## src/rtl/clock_calendar_core.sv

```systemverilog
// clock_calendar_core
// Timekeeping and user-edit engine for the clock display. A prescaler
// derives a once-per-second tick from clk. That tick drives a
// time/calendar count covering the years 2000-2099. A button-driven edit
// FSM lets the user set hour, min, day, month and year. A display-mode
// selector chooses between the time, date and year views.
//
// Optional feature: define CLOCK_LEAP_YEAR_EN to give February 29 days
// when year[1:0] == 0. Without it, February always has 28 days.
//
// Parameters:
//   CLK_HZ        clk cycles per one-second tick (>= 2)
// Ports:
//   clk           system/pixel clock
//   rst           asynchronous active-high reset
//   btn_mode      1-cycle pulse, cycles display_mode (RUN only)
//   btn_set       1-cycle pulse, enters/advances edit mode
//   btn_inc       1-cycle pulse, increments the field under edit
//   btn_fmt       1-cycle pulse, toggles mode_12h
//   hour          0-23 (always 24h form)
//   min, sec      0-59
//   day           1-31
//   month         1-12
//   year          0-99 (2000+year)
//   am_pm         1 when hour >= 12
//   mode_12h      12h display format flag
//   display_mode  0 time, 1 date, 2 year
//   edit_field    FSM state: 0 run, 1 hour, 2 min, 3 day, 4 month, 5 year
module clock_calendar_core #(
    parameter int CLK_HZ = 25_000_000
) (
    input  logic       clk,
    input  logic       rst,
    input  logic       btn_mode,
    input  logic       btn_set,
    input  logic       btn_inc,
    input  logic       btn_fmt,
    output logic [4:0] hour,
    output logic [5:0] min,
    output logic [5:0] sec,
    output logic [4:0] day,
    output logic [3:0] month,
    output logic [6:0] year,
    output logic       am_pm,
    output logic       mode_12h,
    output logic [1:0] display_mode,
    output logic [2:0] edit_field
);

    localparam int PW = (CLK_HZ > 1) ? $clog2(CLK_HZ) : 1;
    localparam logic [PW-1:0] PRESC_MAX = PW'(CLK_HZ - 1);

    typedef enum logic [2:0] {
        S_RUN   = 3'd0,
        S_HOUR  = 3'd1,
        S_MIN   = 3'd2,
        S_DAY   = 3'd3,
        S_MONTH = 3'd4,
        S_YEAR  = 3'd5
    } state_t;

    state_t        state, state_n;
    logic [PW-1:0] presc, presc_n;
    logic          tick;

    logic [4:0] hour_n;
    logic [5:0] min_n, sec_n;
    logic [4:0] day_raw, day_n;
    logic [3:0] month_n;
    logic [6:0] year_n;
    logic       mode_12h_n;
    logic [1:0] display_mode_n;
    logic       leap_cur, leap_n;
    logic [4:0] dim_cur, dim_clamp;

    function automatic logic [4:0] days_in_month(input logic [3:0] m, input logic leap);
        logic [4:0] d;
        case (m)
            4'd4, 4'd6, 4'd9, 4'd11: d = 5'd30;
            4'd2:                    d = leap ? 5'd29 : 5'd28;
            default:                 d = 5'd31;
        endcase
        return d;
    endfunction

`ifdef CLOCK_LEAP_YEAR_EN
    // Every 4th year is leap; exact across 2000-2099 since 2000 is leap.
    assign leap_cur = (year[1:0] == 2'b00);
    assign leap_n   = (year_n[1:0] == 2'b00);
`else
    assign leap_cur = 1'b0;
    assign leap_n   = 1'b0;
`endif

    assign tick      = (presc == PRESC_MAX);
    assign dim_cur   = days_in_month(month, leap_cur);
    assign dim_clamp = days_in_month(month_n, leap_n);

    // ---------------- FSM: state register ----------------
    always_ff @(posedge clk or posedge rst) begin
        if (rst) state <= S_RUN;
        else     state <= state_n;
    end

    // ---------------- FSM: next state ----------------
    always_comb begin
        state_n = state;
        if (btn_set) begin
            case (state)
                S_RUN:   state_n = S_HOUR;
                S_HOUR:  state_n = S_MIN;
                S_MIN:   state_n = S_DAY;
                S_DAY:   state_n = S_MONTH;
                S_MONTH: state_n = S_YEAR;
                S_YEAR:  state_n = S_RUN;
                default: state_n = S_RUN;
            endcase
        end
    end

    // ---------------- FSM: outputs / datapath next values ----------------
    always_comb begin
        presc_n    = presc;
        hour_n     = hour;
        min_n      = min;
        sec_n      = sec;
        day_raw    = day;
        month_n    = month;
        year_n     = year;
        mode_12h_n = btn_fmt ? ~mode_12h : mode_12h;

        if (state == S_RUN) begin
            if (btn_set) begin
                // Entering edit discards any coincident tick.
                sec_n   = 6'd0;
                presc_n = '0;
            end else begin
                presc_n = tick ? '0 : presc + PW'(1);
                if (tick) begin
                    // Full carry chain resolved within one edge.
                    if (sec == 6'd59) begin
                        sec_n = 6'd0;
                        if (min == 6'd59) begin
                            min_n = 6'd0;
                            if (hour == 5'd23) begin
                                hour_n = 5'd0;
                                if (day >= dim_cur) begin
                                    day_raw = 5'd1;
                                    if (month == 4'd12) begin
                                        month_n = 4'd1;
                                        year_n  = (year == 7'd99) ? 7'd0 : year + 7'd1;
                                    end else begin
                                        month_n = month + 4'd1;
                                    end
                                end else begin
                                    day_raw = day + 5'd1;
                                end
                            end else begin
                                hour_n = hour + 5'd1;
                            end
                        end else begin
                            min_n = min + 6'd1;
                        end
                    end else begin
                        sec_n = sec + 6'd1;
                    end
                end
            end
        end else begin
            // Edit states: time frozen, prescaler parked at 0 so RUN restarts cleanly.
            presc_n = '0;
            if (btn_inc && !btn_set) begin
                case (state)
                    S_HOUR:  hour_n  = (hour == 5'd23)  ? 5'd0 : hour + 5'd1;
                    S_MIN:   min_n   = (min == 6'd59)   ? 6'd0 : min + 6'd1;
                    S_DAY:   day_raw = (day >= dim_cur) ? 5'd1 : day + 5'd1;
                    S_MONTH: month_n = (month == 4'd12) ? 4'd1 : month + 4'd1;
                    S_YEAR:  year_n  = (year == 7'd99)  ? 7'd0 : year + 7'd1;
                    default: ;
                endcase
            end
        end
    end

    // Day clamp uses the post-edit month/year, so it lives in its own block.
    always_comb begin
        day_n = day_raw;
        if ((state == S_MONTH || state == S_YEAR) && (day_raw > dim_clamp))
            day_n = dim_clamp;
    end

    // Edit states force the view of the field being edited; leaving
    // SET_YEAR keeps the year view.
    always_comb begin
        display_mode_n = display_mode;
        case (state_n)
            S_HOUR, S_MIN:  display_mode_n = 2'd0;
            S_DAY, S_MONTH: display_mode_n = 2'd1;
            S_YEAR:         display_mode_n = 2'd2;
            default: begin
                if (state == S_RUN && btn_mode)
                    display_mode_n = (display_mode == 2'd2) ? 2'd0 : display_mode + 2'd1;
            end
        endcase
    end

    // ---------------- datapath registers ----------------
    always_ff @(posedge clk or posedge rst) begin
        if (rst) begin
            presc        <= '0;
            hour         <= 5'd0;
            min          <= 6'd0;
            sec          <= 6'd0;
            day          <= 5'd1;
            month        <= 4'd1;
            year         <= 7'd0;
            am_pm        <= 1'b0;
            mode_12h     <= 1'b0;
            display_mode <= 2'd0;
        end else begin
            presc        <= presc_n;
            hour         <= hour_n;
            min          <= min_n;
            sec          <= sec_n;
            day          <= day_n;
            month        <= month_n;
            year         <= year_n;
            am_pm        <= (hour_n >= 5'd12);
            mode_12h     <= mode_12h_n;
            display_mode <= display_mode_n;
        end
    end

    assign edit_field = state;

endmodule

```

## config.mk

```make
export PLATFORM = sky130hd
export DESIGN_NAME = clock_calendar_core
export DESIGN_NICKNAME = d
export VERILOG_FILES = /design/src/rtl/clock_calendar_core.sv
export SDC_FILE = /design/constraint.sdc
export NUM_CORES = 1
export LEC_CHECK = 0
export ABC_AREA = 1
export BUFFER_PORTS_ARGS = -buffer_cell sky130_fd_sc_hd__buf_2
export CELL_PAD_IN_SITES_DETAIL_PLACEMENT = 0
export CELL_PAD_IN_SITES_GLOBAL_PLACEMENT = 1
export CORE_ASPECT_RATIO = 0.6
export CORE_UTILIZATION = 44
export DETAILED_ROUTE_END_ITERATION = 8
export PLACE_DENSITY_LB_ADDON = 0.1
export SLEW_MARGIN = 20
export SYNTH_ARGS = -nofsm -noshare
export SYNTH_HDL_FRONTEND = slang
export SYNTH_SLANG_ARGS = --single-unit
```

## constraint.sdc

```tcl
create_clock -name clk -period 4.8 [get_ports clk]
set_input_delay 0 -clock clk [delete_from_list [all_inputs] [get_ports clk]]
set_output_delay 0 -clock clk [all_outputs]
set_load 0.1 [all_outputs]
```

* Word-level counts from Yosys, hierarchy flattened *
Cells that the tools add are included.

storage, ports and cells
  output and inout port bits = 40
  flip-flop bits (word level) = 65

operators by class
  reductions and logical operators = 18
  equality and inequality tests = 34
  add/subtract/negate cells = 8
  multiplexer cells = 59
  bitwise operators = 1
  magnitude comparators = 3

operator list
  kind                                           number
  two-way mux 5 bit                              18
  two-way mux 7 bit                              11
  two-way mux 25 bit                             3
  two-way mux 6 bit                              10
  two-way mux 4 bit                              10
  adder 25 x 1 -> 25 bit, second input constant  1
  == test 25 bit, second input constant          1
  == test 4 bit, second input constant           5
  == test 4 x 3 -> 1 bit, second input constant  4
  case mux 3 bit (5 select lines)                1
  != test 2 bit, second input constant           7
  adder 6 x 1 -> 6 bit, second input constant    2
  == test 3 x 2 -> 1 bit, second input constant  4
  == test 3 bit, second input constant           4
  == test 6 bit, second input constant           2
  adder 5 x 1 -> 5 bit, second input constant    2
  AND reduction 9 bit                            1
  == test 4 x 2 -> 1 bit, second input constant  2
  case mux 2 bit (2 select lines)                2
  nonzero test 2 bit                             4
  OR reduction 4 bit                             2
  adder 7 x 1 -> 7 bit, second input constant    1
  == test 7 bit, second input constant           1
  == test 3 x 1 -> 1 bit, second input constant  2
  other kinds (19)                               23

* Logic depth before layout (Yosys ltp) *
Gate-level depths: netlist of the first run.

  depth after elaboration = 17
  gate-level depth with buffers = 26
  gate-level depth less buffers = 26

* Least setup slack after synthesis of the first run *
No wires, ideal clock.

  path type = reg-to-reg
  start = register month[1]
  end = register day[1]
  path buffers = 0
  stages on the path, launching flop included = 24
  library setup time = 0.123 ns
  path slack = 0.691 ns
  arrival time = 3.986 ns
  path through = dfrtp_1 inv_1 ha_1 o21ai_0 a22oi_1 nor2_1 ha_1 o21ai_0 nand2_1 nand2_1 o21ai_4 a21oi_1 inv_2 nand2_1 nand2_1 nor2_2 a31oi_1 ha_1 a211oi_1 o21ai_0 nor2_2 nand3_2 nand2_1 o21ai_1

on the way
  word-level cells in the longest chain between the ends = 17
  elaborated cells between the ends (all ways) = 39
  classes of those cells = add/sub (1); order compare (2); eq/ne (11); mux (22); reduce/logical (3)

ends and longest elaborated chain
  element                                                         line      RTL
  from (decl)                                                     42        output logic [3:0] month,
  from (signal assigned)                                          226       month <= month_n;
  == test 4 x 3 -> 1 bit / == test 4 bit (equally long branches)  78        case (m)
  OR reduction 4 bit                                              78
  case mux 2 bit (2 select lines)                                 78
  >= comparator 5 bit                                             147, 176
  two-way mux 4 bit                                               147       if (day >= dim_cur) begin
  two-way mux 4 bit                                               145       if (hour == 5'd23) begin
  two-way mux 4 bit                                               143       if (min == 6'd59) begin
  two-way mux 4 bit                                               141       if (sec == 6'd59) begin
  (+2 left out)                                                   --
  two-way mux 4 bit                                               132       if (state == S_RUN) begin
  == test 4 x 3 -> 1 bit / == test 4 bit (equally long branches)  78
  OR reduction 4 bit                                              78
  case mux 2 bit (2 select lines)                                 78
  > comparator 5 bit                                              188       if ((state == S_MONTH || state == S_YEAR) && (day_raw > dim_clamp))
  logical AND 1 bit                                               188
  two-way mux 5 bit *                                             188
  net day_n[1]                                                    68        logic [4:0] day_raw, day_n;
  to (signal assigned)                                            225       day <= day_n;
  to (decl)                                                       41        output logic [4:0] day,

The timed path passes the listed nets; every way through them passes the cells marked *.
A chain may end at the register's enable or synchronous reset.

* Final worst setup path of the first run *
  start = register month[0]
  end = register day[0]

The elaborated chain is that of the path after synthesis.

==> flow_metrics.env, run 1 <==
export IMPL_syn_to_final_growth_pct=16.5
export IMPL_hold_path_class="in2reg"
export IMPL_leakage_uw=0.00215
export IMPL_place_area_um2=4510
export IMPL_hold_viol_final=0
export IMPL_dpl_cell_count=693
export IMPL_seqPwrFrac_pct=25.7
export IMPL_startpoint_type="register"
export IMPL_cts_buffer_depth=2
export IMPL_worstMarginPinSlew_ns=0.861
export IMPL_cts_num_sinks=65
export IMPL_setup_viol=0
export IMPL_syn_instance_count=522
export IMPL_switching_share_pct=56.3
export IMPL_final_nets=596
export IMPL_overflow=0
export IMPL_chipHeight_um=77.3
export IMPL_yosys_warnings=0
export IMPL_criticalPathCategory="reg2reg"
export IMPL_grt_antenna_before_repair=0
export IMPL_synth_fa_ha_area_share_pct=4.22
export IMPL_fmax_mhz=247
export IMPL_max_slew_margin_pct=42.6
export IMPL_routed_wl_mm=9.75
export IMPL_finalCritPeriodShare_pct=84.3
export IMPL_synth_ff_type="dfrtp_1"
export IMPL_synth_nets=542
export IMPL_stdcell_area_um2=4840
export IMPL_yosys_area_share_xor_xnor_pct=3.37
export IMPL_clk_latency_ns=0.33
export IMPL_max_cap_violations=0
export IMPL_synth_compound_area_share_pct=10.7
export IMPL_die_area_um2=9850
export IMPL_grt_pass1_wl_mm=16.8
export IMPL_first_iter_violations=240
export IMPL_cts_made_buffers=9
export IMPL_final_common_cell="nand2_1"
export IMPL_internal_power_uw=1460
export IMPL_num_rows=27
export IMPL_port_buffers=45
export IMPL_cp_arrival_ns=4.32
export IMPL_coreArea_um2=9160
export IMPL_p_switching_uw=1890
export IMPL_hold_end="display_mode[1]$_DFFE_PP0P_"
export IMPL_synthSimpleGateAreaFrac_pct=32.9
export IMPL_status="complete, no violations"
export IMPL_synthMuxAreaShare_pct=1.05
export IMPL_ant_nets=0
export IMPL_ios=46
export IMPL_cts_max_level=3
export IMPL_synth_distinct_cells=48
export IMPL_critPathRequiredTime_ns=5.07
export IMPL_holdWs_ns=0.0405
export IMPL_cts_tree="yes"
export IMPL_fin_tns_setup_ns=0
export IMPL_die_width_um=127
export IMPL_r2r_end="day[0]$_DFF_PP1_"
export IMPL_fin_cells=711
export IMPL_start_util_pct=45.4
export IMPL_worstHoldPathCells=4
export IMPL_via_count=3550
export IMPL_hold_start="btn_mode"
export IMPL_rr_startpoint="month[0]$_DFF_PP1_"
export IMPL_fin_util_pct=52.9
export IMPL_rsz0062_at_grt="false"
export IMPL_drive_gt1_share_pct=24.1
export IMPL_final_cell_mix="83 x nand2_1, 64 x nor2_1, 63 x dfrtp_1, 62 x inv_1, 45 x buf_2"
export IMPL_syn_area_per_cell_um2=7.96
export IMPL_synth_area_um2=4160
export IMPL_p_clk_share_pct=20.0
export IMPL_combPwrFrac_pct=54.3
export IMPL_layout_min_cycle_time_ns=4.04
export IMPL_grt_use_total_pct=22.0
export IMPL_n_fill_cell=910
export IMPL_clk_pin_slew_ns=0.06
export IMPL_yosys_register_bits=65
export IMPL_wl_per_cell_um=13.7
export IMPL_dpl_hpwl_mm=7.29
export IMPL_rrSetupSlack_ns=0.76
export IMPL_post_cts_buffers=0
export IMPL_fin_skew_ns=0.00685
export IMPL_maxSlewViolCount=0
export IMPL_gp_congestion=0.884
export IMPL_routed_via_density=4.99
export IMPL_synth_top_family_by_area="simple AND/OR/NAND/NOR gates"
export IMPL_reg2reg_depth=24
export IMPL_diodes=0
export IMPL_drc=0
export IMPL_critPathCaptureType="register"
export IMPL_worstPathMaxFanout=7
export IMPL_ir_drop_mv=0.627
export IMPL_dr_pass1_iters=5
export IMPL_async_flop_share_pct=100
export IMPL_grt_max_degree=66
export IMPL_cts_root_buf="clkbuf_16"
export IMPL_synth_edf_count=0
export IMPL_pwr_density_cell_nw_per_um2=693
export IMPL_seq_area_frac_synth_pct=39.2
export IMPL_grt_pass1_vias=3348
-- worst max-delay path, stage by stage, from the launching register on --
cell and delay (ns):
dfstp_2 0.57, inv_1 0.11, ha_1 0.24, o21ai_0 0.16, a22oi_1 0.09, nor2_1 0.11, ha_1 0.23, o21ai_0 0.16
nand2_1 0.09, nand2_1 0.23, o21ai_4 0.14, a21oi_1 0.28, inv_2 0.04, nand2_1 0.08, nand2_1 0.08, nor2_2 0.15
a31oi_1 0.07, ha_1 0.29, a211oi_1 0.22, o21ai_0 0.14, nor2_2 0.16, nand2_1 0.06, nor2_1 0.11, nand3_1 0.10
nand2_1 0.07
-- synth_stat cells (5+ instances only) --
master / number / area [µm²]
xnor2_1: 5 / 43.8
nor2_1: 64 / 240
nor3_1: 16 / 80.1
dfrtp_1: 63 / 1580
xor2_1: 11 / 96.3
nand3_2: 7 / 70.1
nand4_1: 12 / 75.1
ha_1: 14 / 175
nand3_1: 31 / 155
nor2_2: 12 / 75.1
o21ai_0: 21 / 105
inv_1: 63 / 236
o21ai_1: 7 / 35.0
nor2_4: 6 / 67.6
a21oi_1: 19 / 95.1
nand2_1: 83 / 312
inv_2: 20 / 75.1
nand2_2: 8 / 50.1
-- power by group through the flow --
stage / combinational, µW / clock (µW) / sequential [µW]
6_report: 1820 / 671 / 861
2_1_floorplan: 610 / 0 / 1760
3_3_place_gp: 1810 / 0 / 857
5_1_grt: 1960 / 713 / 884
3_5_place_dp: 1820 / 0 / 864
4_1_cts: 1820 / 697 / 857
-- how the worst max path moves through the flow --
stage                            start          endpoint  depth (start not counted)
floorplan           month[1]$_DFF_PP0_  day[1]$_DFF_PP0_                         23
global placement    month[0]$_DFF_PP1_  day[0]$_DFF_PP1_                         24
finish              month[0]$_DFF_PP1_  day[0]$_DFF_PP1_                         24
global route        month[0]$_DFF_PP1_  day[0]$_DFF_PP1_                         24
CTS                 month[0]$_DFF_PP1_  day[0]$_DFF_PP1_                         24
detailed placement  month[0]$_DFF_PP1_  day[0]$_DFF_PP1_                         24
-- registers in the layout, indices dropped and copies added (netlist names) --
register / flops
mode_12h: 1
year: 7
min: 6
sec: 6
month: 4
presc: 25
am_pm: 1
edit_field: 3
day: 5
display_mode: 2
hour: 5
-- through the flow --
| stage | power, µW | worst slack, ns |
|---|---|---|
| floorplan | 2370 | 0.691 |
| global placement | 2670 | 0.973 |
| detailed placement | 2680 | 0.793 |
| CTS | 3380 | 0.769 |
| global route | 3560 | 0.345 |
| finish | 3350 | 0.755 |
-- layer usage --
| layer | vias up | global-route usage, % | share of wire [%] |
|---|---|---|---|
| li1 | 1822 | - | - |
| met1 | 1640 | 35.1 | 56 |
| met2 | 84 | 28.7 | 38 |
| met3 | 4 | 5.58 | 5.5 |
| met4 | 0 | 5.12 | 0.34 |
| met5 | - | 0 | 0 |
-- what timing repair did --
item / in CTS / in global routing
gates resized for setup: 0 / 0
endpoints found under the hold margin: 64 / 0
hold buffers: 2 / 0
-- kinds of logic (layout without fill, tap and decap cells) --
| group | Yosys count | count (layout) |
|---|---|---|
| AO/OA/AOI/OAI | 70 | 70 |
| adder cells (fa/ha/maj) | 14 | 14 |
| AND/OR/NAND/NOR | 264 | 264 |
| multiplexers | 4 | 4 |
| flip-flops | 65 | 65 |
| buffers and inverters | 89 | 148 |
| XOR/XNOR | 16 | 16 |
-- cell type report --
type	instances	area, µm²	share of cell area (%)
clock inverter	4	51.3	1.06
timing repair buffer	48	253	5.22
inverter	84	318	6.57
tap	130	163	3.36
clock buffer	12	256	5.30
multi-input combinational	368	2170	44.8
sequential	65	1630	33.7
No activity file was read; power rests on OpenSTA's default activity.
==> inputs of run 2 (changes only) <==
--- a/config.mk
+++ b/config.mk
@@ -5,12 +5,12 @@
 export SDC_FILE = /design/constraint.sdc
 export NUM_CORES = 1
 export LEC_CHECK = 0
-export ABC_AREA = 1
+export ABC_AREA = 0
 export BUFFER_PORTS_ARGS = -buffer_cell sky130_fd_sc_hd__buf_2
 export CELL_PAD_IN_SITES_DETAIL_PLACEMENT = 0
 export CELL_PAD_IN_SITES_GLOBAL_PLACEMENT = 1
 export CORE_ASPECT_RATIO = 0.6
-export CORE_UTILIZATION = 44
+export CORE_UTILIZATION = 45
 export DETAILED_ROUTE_END_ITERATION = 8
 export PLACE_DENSITY_LB_ADDON = 0.1
 export SLEW_MARGIN = 20
==> constraint.sdc (replaced) <==
create_clock -name clk -period 4.15 [get_ports clk]
set_input_delay 0 -clock clk [delete_from_list [all_inputs] [get_ports clk]]
set_output_delay 0 -clock clk [all_outputs]
set_load 0.1 [all_outputs]
==> flow_metrics.env, run 2 <==
export IMPL_status="finished with violations"
export IMPL_violations="setup timing"
export IMPL_synth_nets=415
export IMPL_start_util_pct=46.7
export IMPL_hold_viol_final=0
export IMPL_stdcell_area_um2=4570
export IMPL_top_regs="presc: 25 flops, year: 7 flops"
export IMPL_die_area_um2=8630
export IMPL_wl_per_cell_um=15.2
export IMPL_cts_made_buffers=9
export IMPL_cts_num_sinks=65
export IMPL_coreArea_um2=7950
export IMPL_drc=0
export IMPL_final_nets=480
export IMPL_overflow=0
export IMPL_rsz0062_at_grt="true"
export IMPL_post_synth_top_count_cell="dfrtp_1"
export IMPL_cts_buffer_depth=2
export IMPL_top_register="presc"
export IMPL_cts_root_buf="clkbuf_16"
export IMPL_pwr_density_cell_nw_per_um2=766
export IMPL_routed_via_density=5.40
export IMPL_syn_area_per_cell_um2=9.40
export IMPL_drive_gt1_share_pct=24.9
export IMPL_critPathCaptureType="register"
export IMPL_finalCritPeriodShare_pct=101
export IMPL_fmax_mhz=238
export IMPL_rrSetupSlack_ns=-0.04
export IMPL_setup_worst_path_end="day[1]$_DFF_PP0_"
export IMPL_routed_wl_mm=8.73
export IMPL_port_buffers=45
export IMPL_async_flop_share_pct=100
export IMPL_final_common_cell="dfrtp_1"
export IMPL_post_place_ws_ns=-0.151
export IMPL_grt_use_total_pct=21.9
export IMPL_max_slew_margin_pct=43.8
export IMPL_clk_pin_slew_ns=0.05
export IMPL_criticalPathCategory="reg2reg"
export IMPL_critPathRequiredTime_ns=4.36
export IMPL_fin_skew_ns=0.00361
export IMPL_total_power_uw=3500
export IMPL_cts_tree="yes"
export IMPL_dr_pass1_iters=4
export IMPL_synth_edf_count=0
export IMPL_worstPathMaxFanout=7
export IMPL_ios=46
export IMPL_synth_area_um2=3710
export IMPL_rr_startpoint="month[0]$_DFF_PP1_"
export IMPL_via_count=3092
export IMPL_chipHeight_um=72.4
export IMPL_gp_congestion=0.819
export IMPL_clk_latency_ns=0.33
export IMPL_syn_to_final_growth_pct=23.1
export IMPL_setup_viol=1
export IMPL_synth_area_leader_cell="dfrtp_1"
export IMPL_place_area_um2=4190
export IMPL_cp_arrival_ns=4.40
export IMPL_cts_max_level=3
export IMPL_startpoint_type="register"
export IMPL_first_iter_violations=201
export IMPL_largest_reg_flops=25
export IMPL_grt_max_degree=44
export IMPL_yosys_warnings=0
export IMPL_synth_ff_type="dfrtp_1"
export IMPL_reg2reg_depth=18
export IMPL_grt_antenna_before_repair=0
export IMPL_grt_pass1_vias=2776
export IMPL_synth_area_leaders="dfrtp_1 42%, nor2_1 6.1%, ha_1 4.7%, xor2_1 4.2%, nand2_1 3.6%"
export IMPL_leakage_uw=0.00209
export IMPL_max_cap_violations=0
export IMPL_die_width_um=119
export IMPL_worstMarginPinSlew_ns=0.841
export IMPL_ant_nets=0
export IMPL_syn_instance_count=395
export IMPL_netlist_area_leader_share_pct=42.5
export IMPL_synth_common_cells="63 x dfrtp_1, 60 x nor2_1, 36 x nand2_1"
export IMPL_cp_startpoint="month[0]$_DFF_PP1_"
export IMPL_num_rows=25
export IMPL_ir_drop_mv=0.492
export IMPL_seq_area_frac_synth_pct=43.9
export IMPL_hold_path_class="in2reg"
export IMPL_layout_min_cycle_time_ns=4.19
export IMPL_r2r_end="day[1]$_DFF_PP0_"
export IMPL_grt_pass1_wl_mm=14.4
export IMPL_dpl_hpwl_mm=6.35
export IMPL_synth_distinct_cells=61
export IMPL_final_cell_mix="61 x dfrtp_1, 59 x nor2_1, 45 x buf_2, 36 x nand2_1, 21 x nand3_1"
export IMPL_setup_ws_ns=-0.0430
export IMPL_yosys_register_bits=65
export IMPL_diodes=0
export IMPL_maxSlewViolCount=0
-- run 2: changes by cell type after synthesis, sizes merged, moves of 6 or more --
| cell | before | now |
|---|---|---|
| nor2 | 82 | 60 |
| xnor2 | 5 | 12 |
| inv | 84 | 19 |
| nor2b | 0 | 6 |
| clkbuf | 0 | 6 |
| xor2 | 11 | 18 |
| nor3 | 21 | 10 |
| nand3 | 41 | 21 |
| nand2 | 93 | 36 |
| o21ai | 30 | 14 |
| mux2 | 3 | 10 |
| a21oi | 21 | 11 |
-- run 2: cells by family after synthesis --
family,after synthesis,share of synthesized area [%]
mux,13,3.84
flops,65,43.9
fa+ha+maj,14,4.72
xor+xnor,30,7.08
compound gates,61,11.5
simple gates,184,25.9
buf+inv,28,3.13
-- run 2: per-stage QoR --
| step | cells | utilization [%] | TNS, ns | hold slack, ns |
|---|---|---|---|---|
| after detailed placement | 553 | 52.7 | -0.230 | 0.0662 |
| after floorplan | 395 | - | -0.394 | 0.0871 |
| after global routing | 573 | 57.5 | -0.274 | 0.149 |
| after CTS | 572 | 56.9 | -0.0542 | 0.127 |
| final | 573 | 57.5 | -0.0430 | 0.129 |
| after global placement | 553 | 52.7 | 0 | 0.0683 |
-- run 2: per-layer routing --
metal | global-route usage, % | up-vias | wire length, µm
met5 | 0 | - | 0
met4 | 6.05 | 0 | 82
met3 | 6.37 | 10 | 493
li1 | - | 1539 | -
met2 | 28.8 | 68 | 3360
met1 | 33.9 | 1475 | 4800
-- run 2: worst min-delay path by stage --
stage / startpoint / to / slack, ns / depth (start not counted)
detailed placement: rst / mode_12h$_DFFE_PP0P_ / 0.07 / 2
global route: btn_mode / display_mode[0]$_DFFE_PP0P_ / 0.15 / 4
finish: btn_set / sec[5]$_DFFE_PP0P_ / 0.13 / 2
CTS: btn_mode / display_mode[0]$_DFFE_PP0P_ / 0.13 / 4
floorplan: btn_fmt / mode_12h$_DFFE_PP0P_ / 0.09 / 1
global placement: rst / mode_12h$_DFFE_PP0P_ / 0.07 / 2
-- run 2: critical path, cell delays in order, from the launching register on --
cell and delay (ns):
dfstp_4 0.64, inv_4 0.06, ha_2 0.19, a21oi_2 0.09
nor2_1 0.05, a21oi_2 0.17, ha_4 0.23, nor3b_4 0.20
nor3_2 0.08, and4_4 0.21, o211a_1 0.21, mux2_4 0.29
or4_4 0.43, inv_2 0.08, ha_4 0.20, a21oi_2 0.11
o21ai_1 0.10, or4_4 0.43, mux2_2 0.29
-- run 2: power breakdown --
group / internal, µW / switching [µW]
clock network: 480 / 269
logic: 460 / 1370
registers: 770 / 158
-- run 2: area by class of cell --
cell class | instances | area (µm²)
fillers | 730 | 3370
multi-input cells | 302 | 2070
flip-flops and latches | 65 | 1640
repair buffers | 63 | 365
clock buffers | 13 | 250
well taps | 108 | 135
inverters | 19 | 73.8
clock inverters | 3 | 40.0
-- run 2: repair_timing --
action / 4_1_cts / 5_1_grt
pin swaps: 3 / 5
endpoints found under the setup margin: 2 / 2
hold endpoints to repair: 22 / 0
hold buffers: 2 / 0
setup buffers: 1 / 1
cloned: 0 / 0
resized for setup: 4 / 10
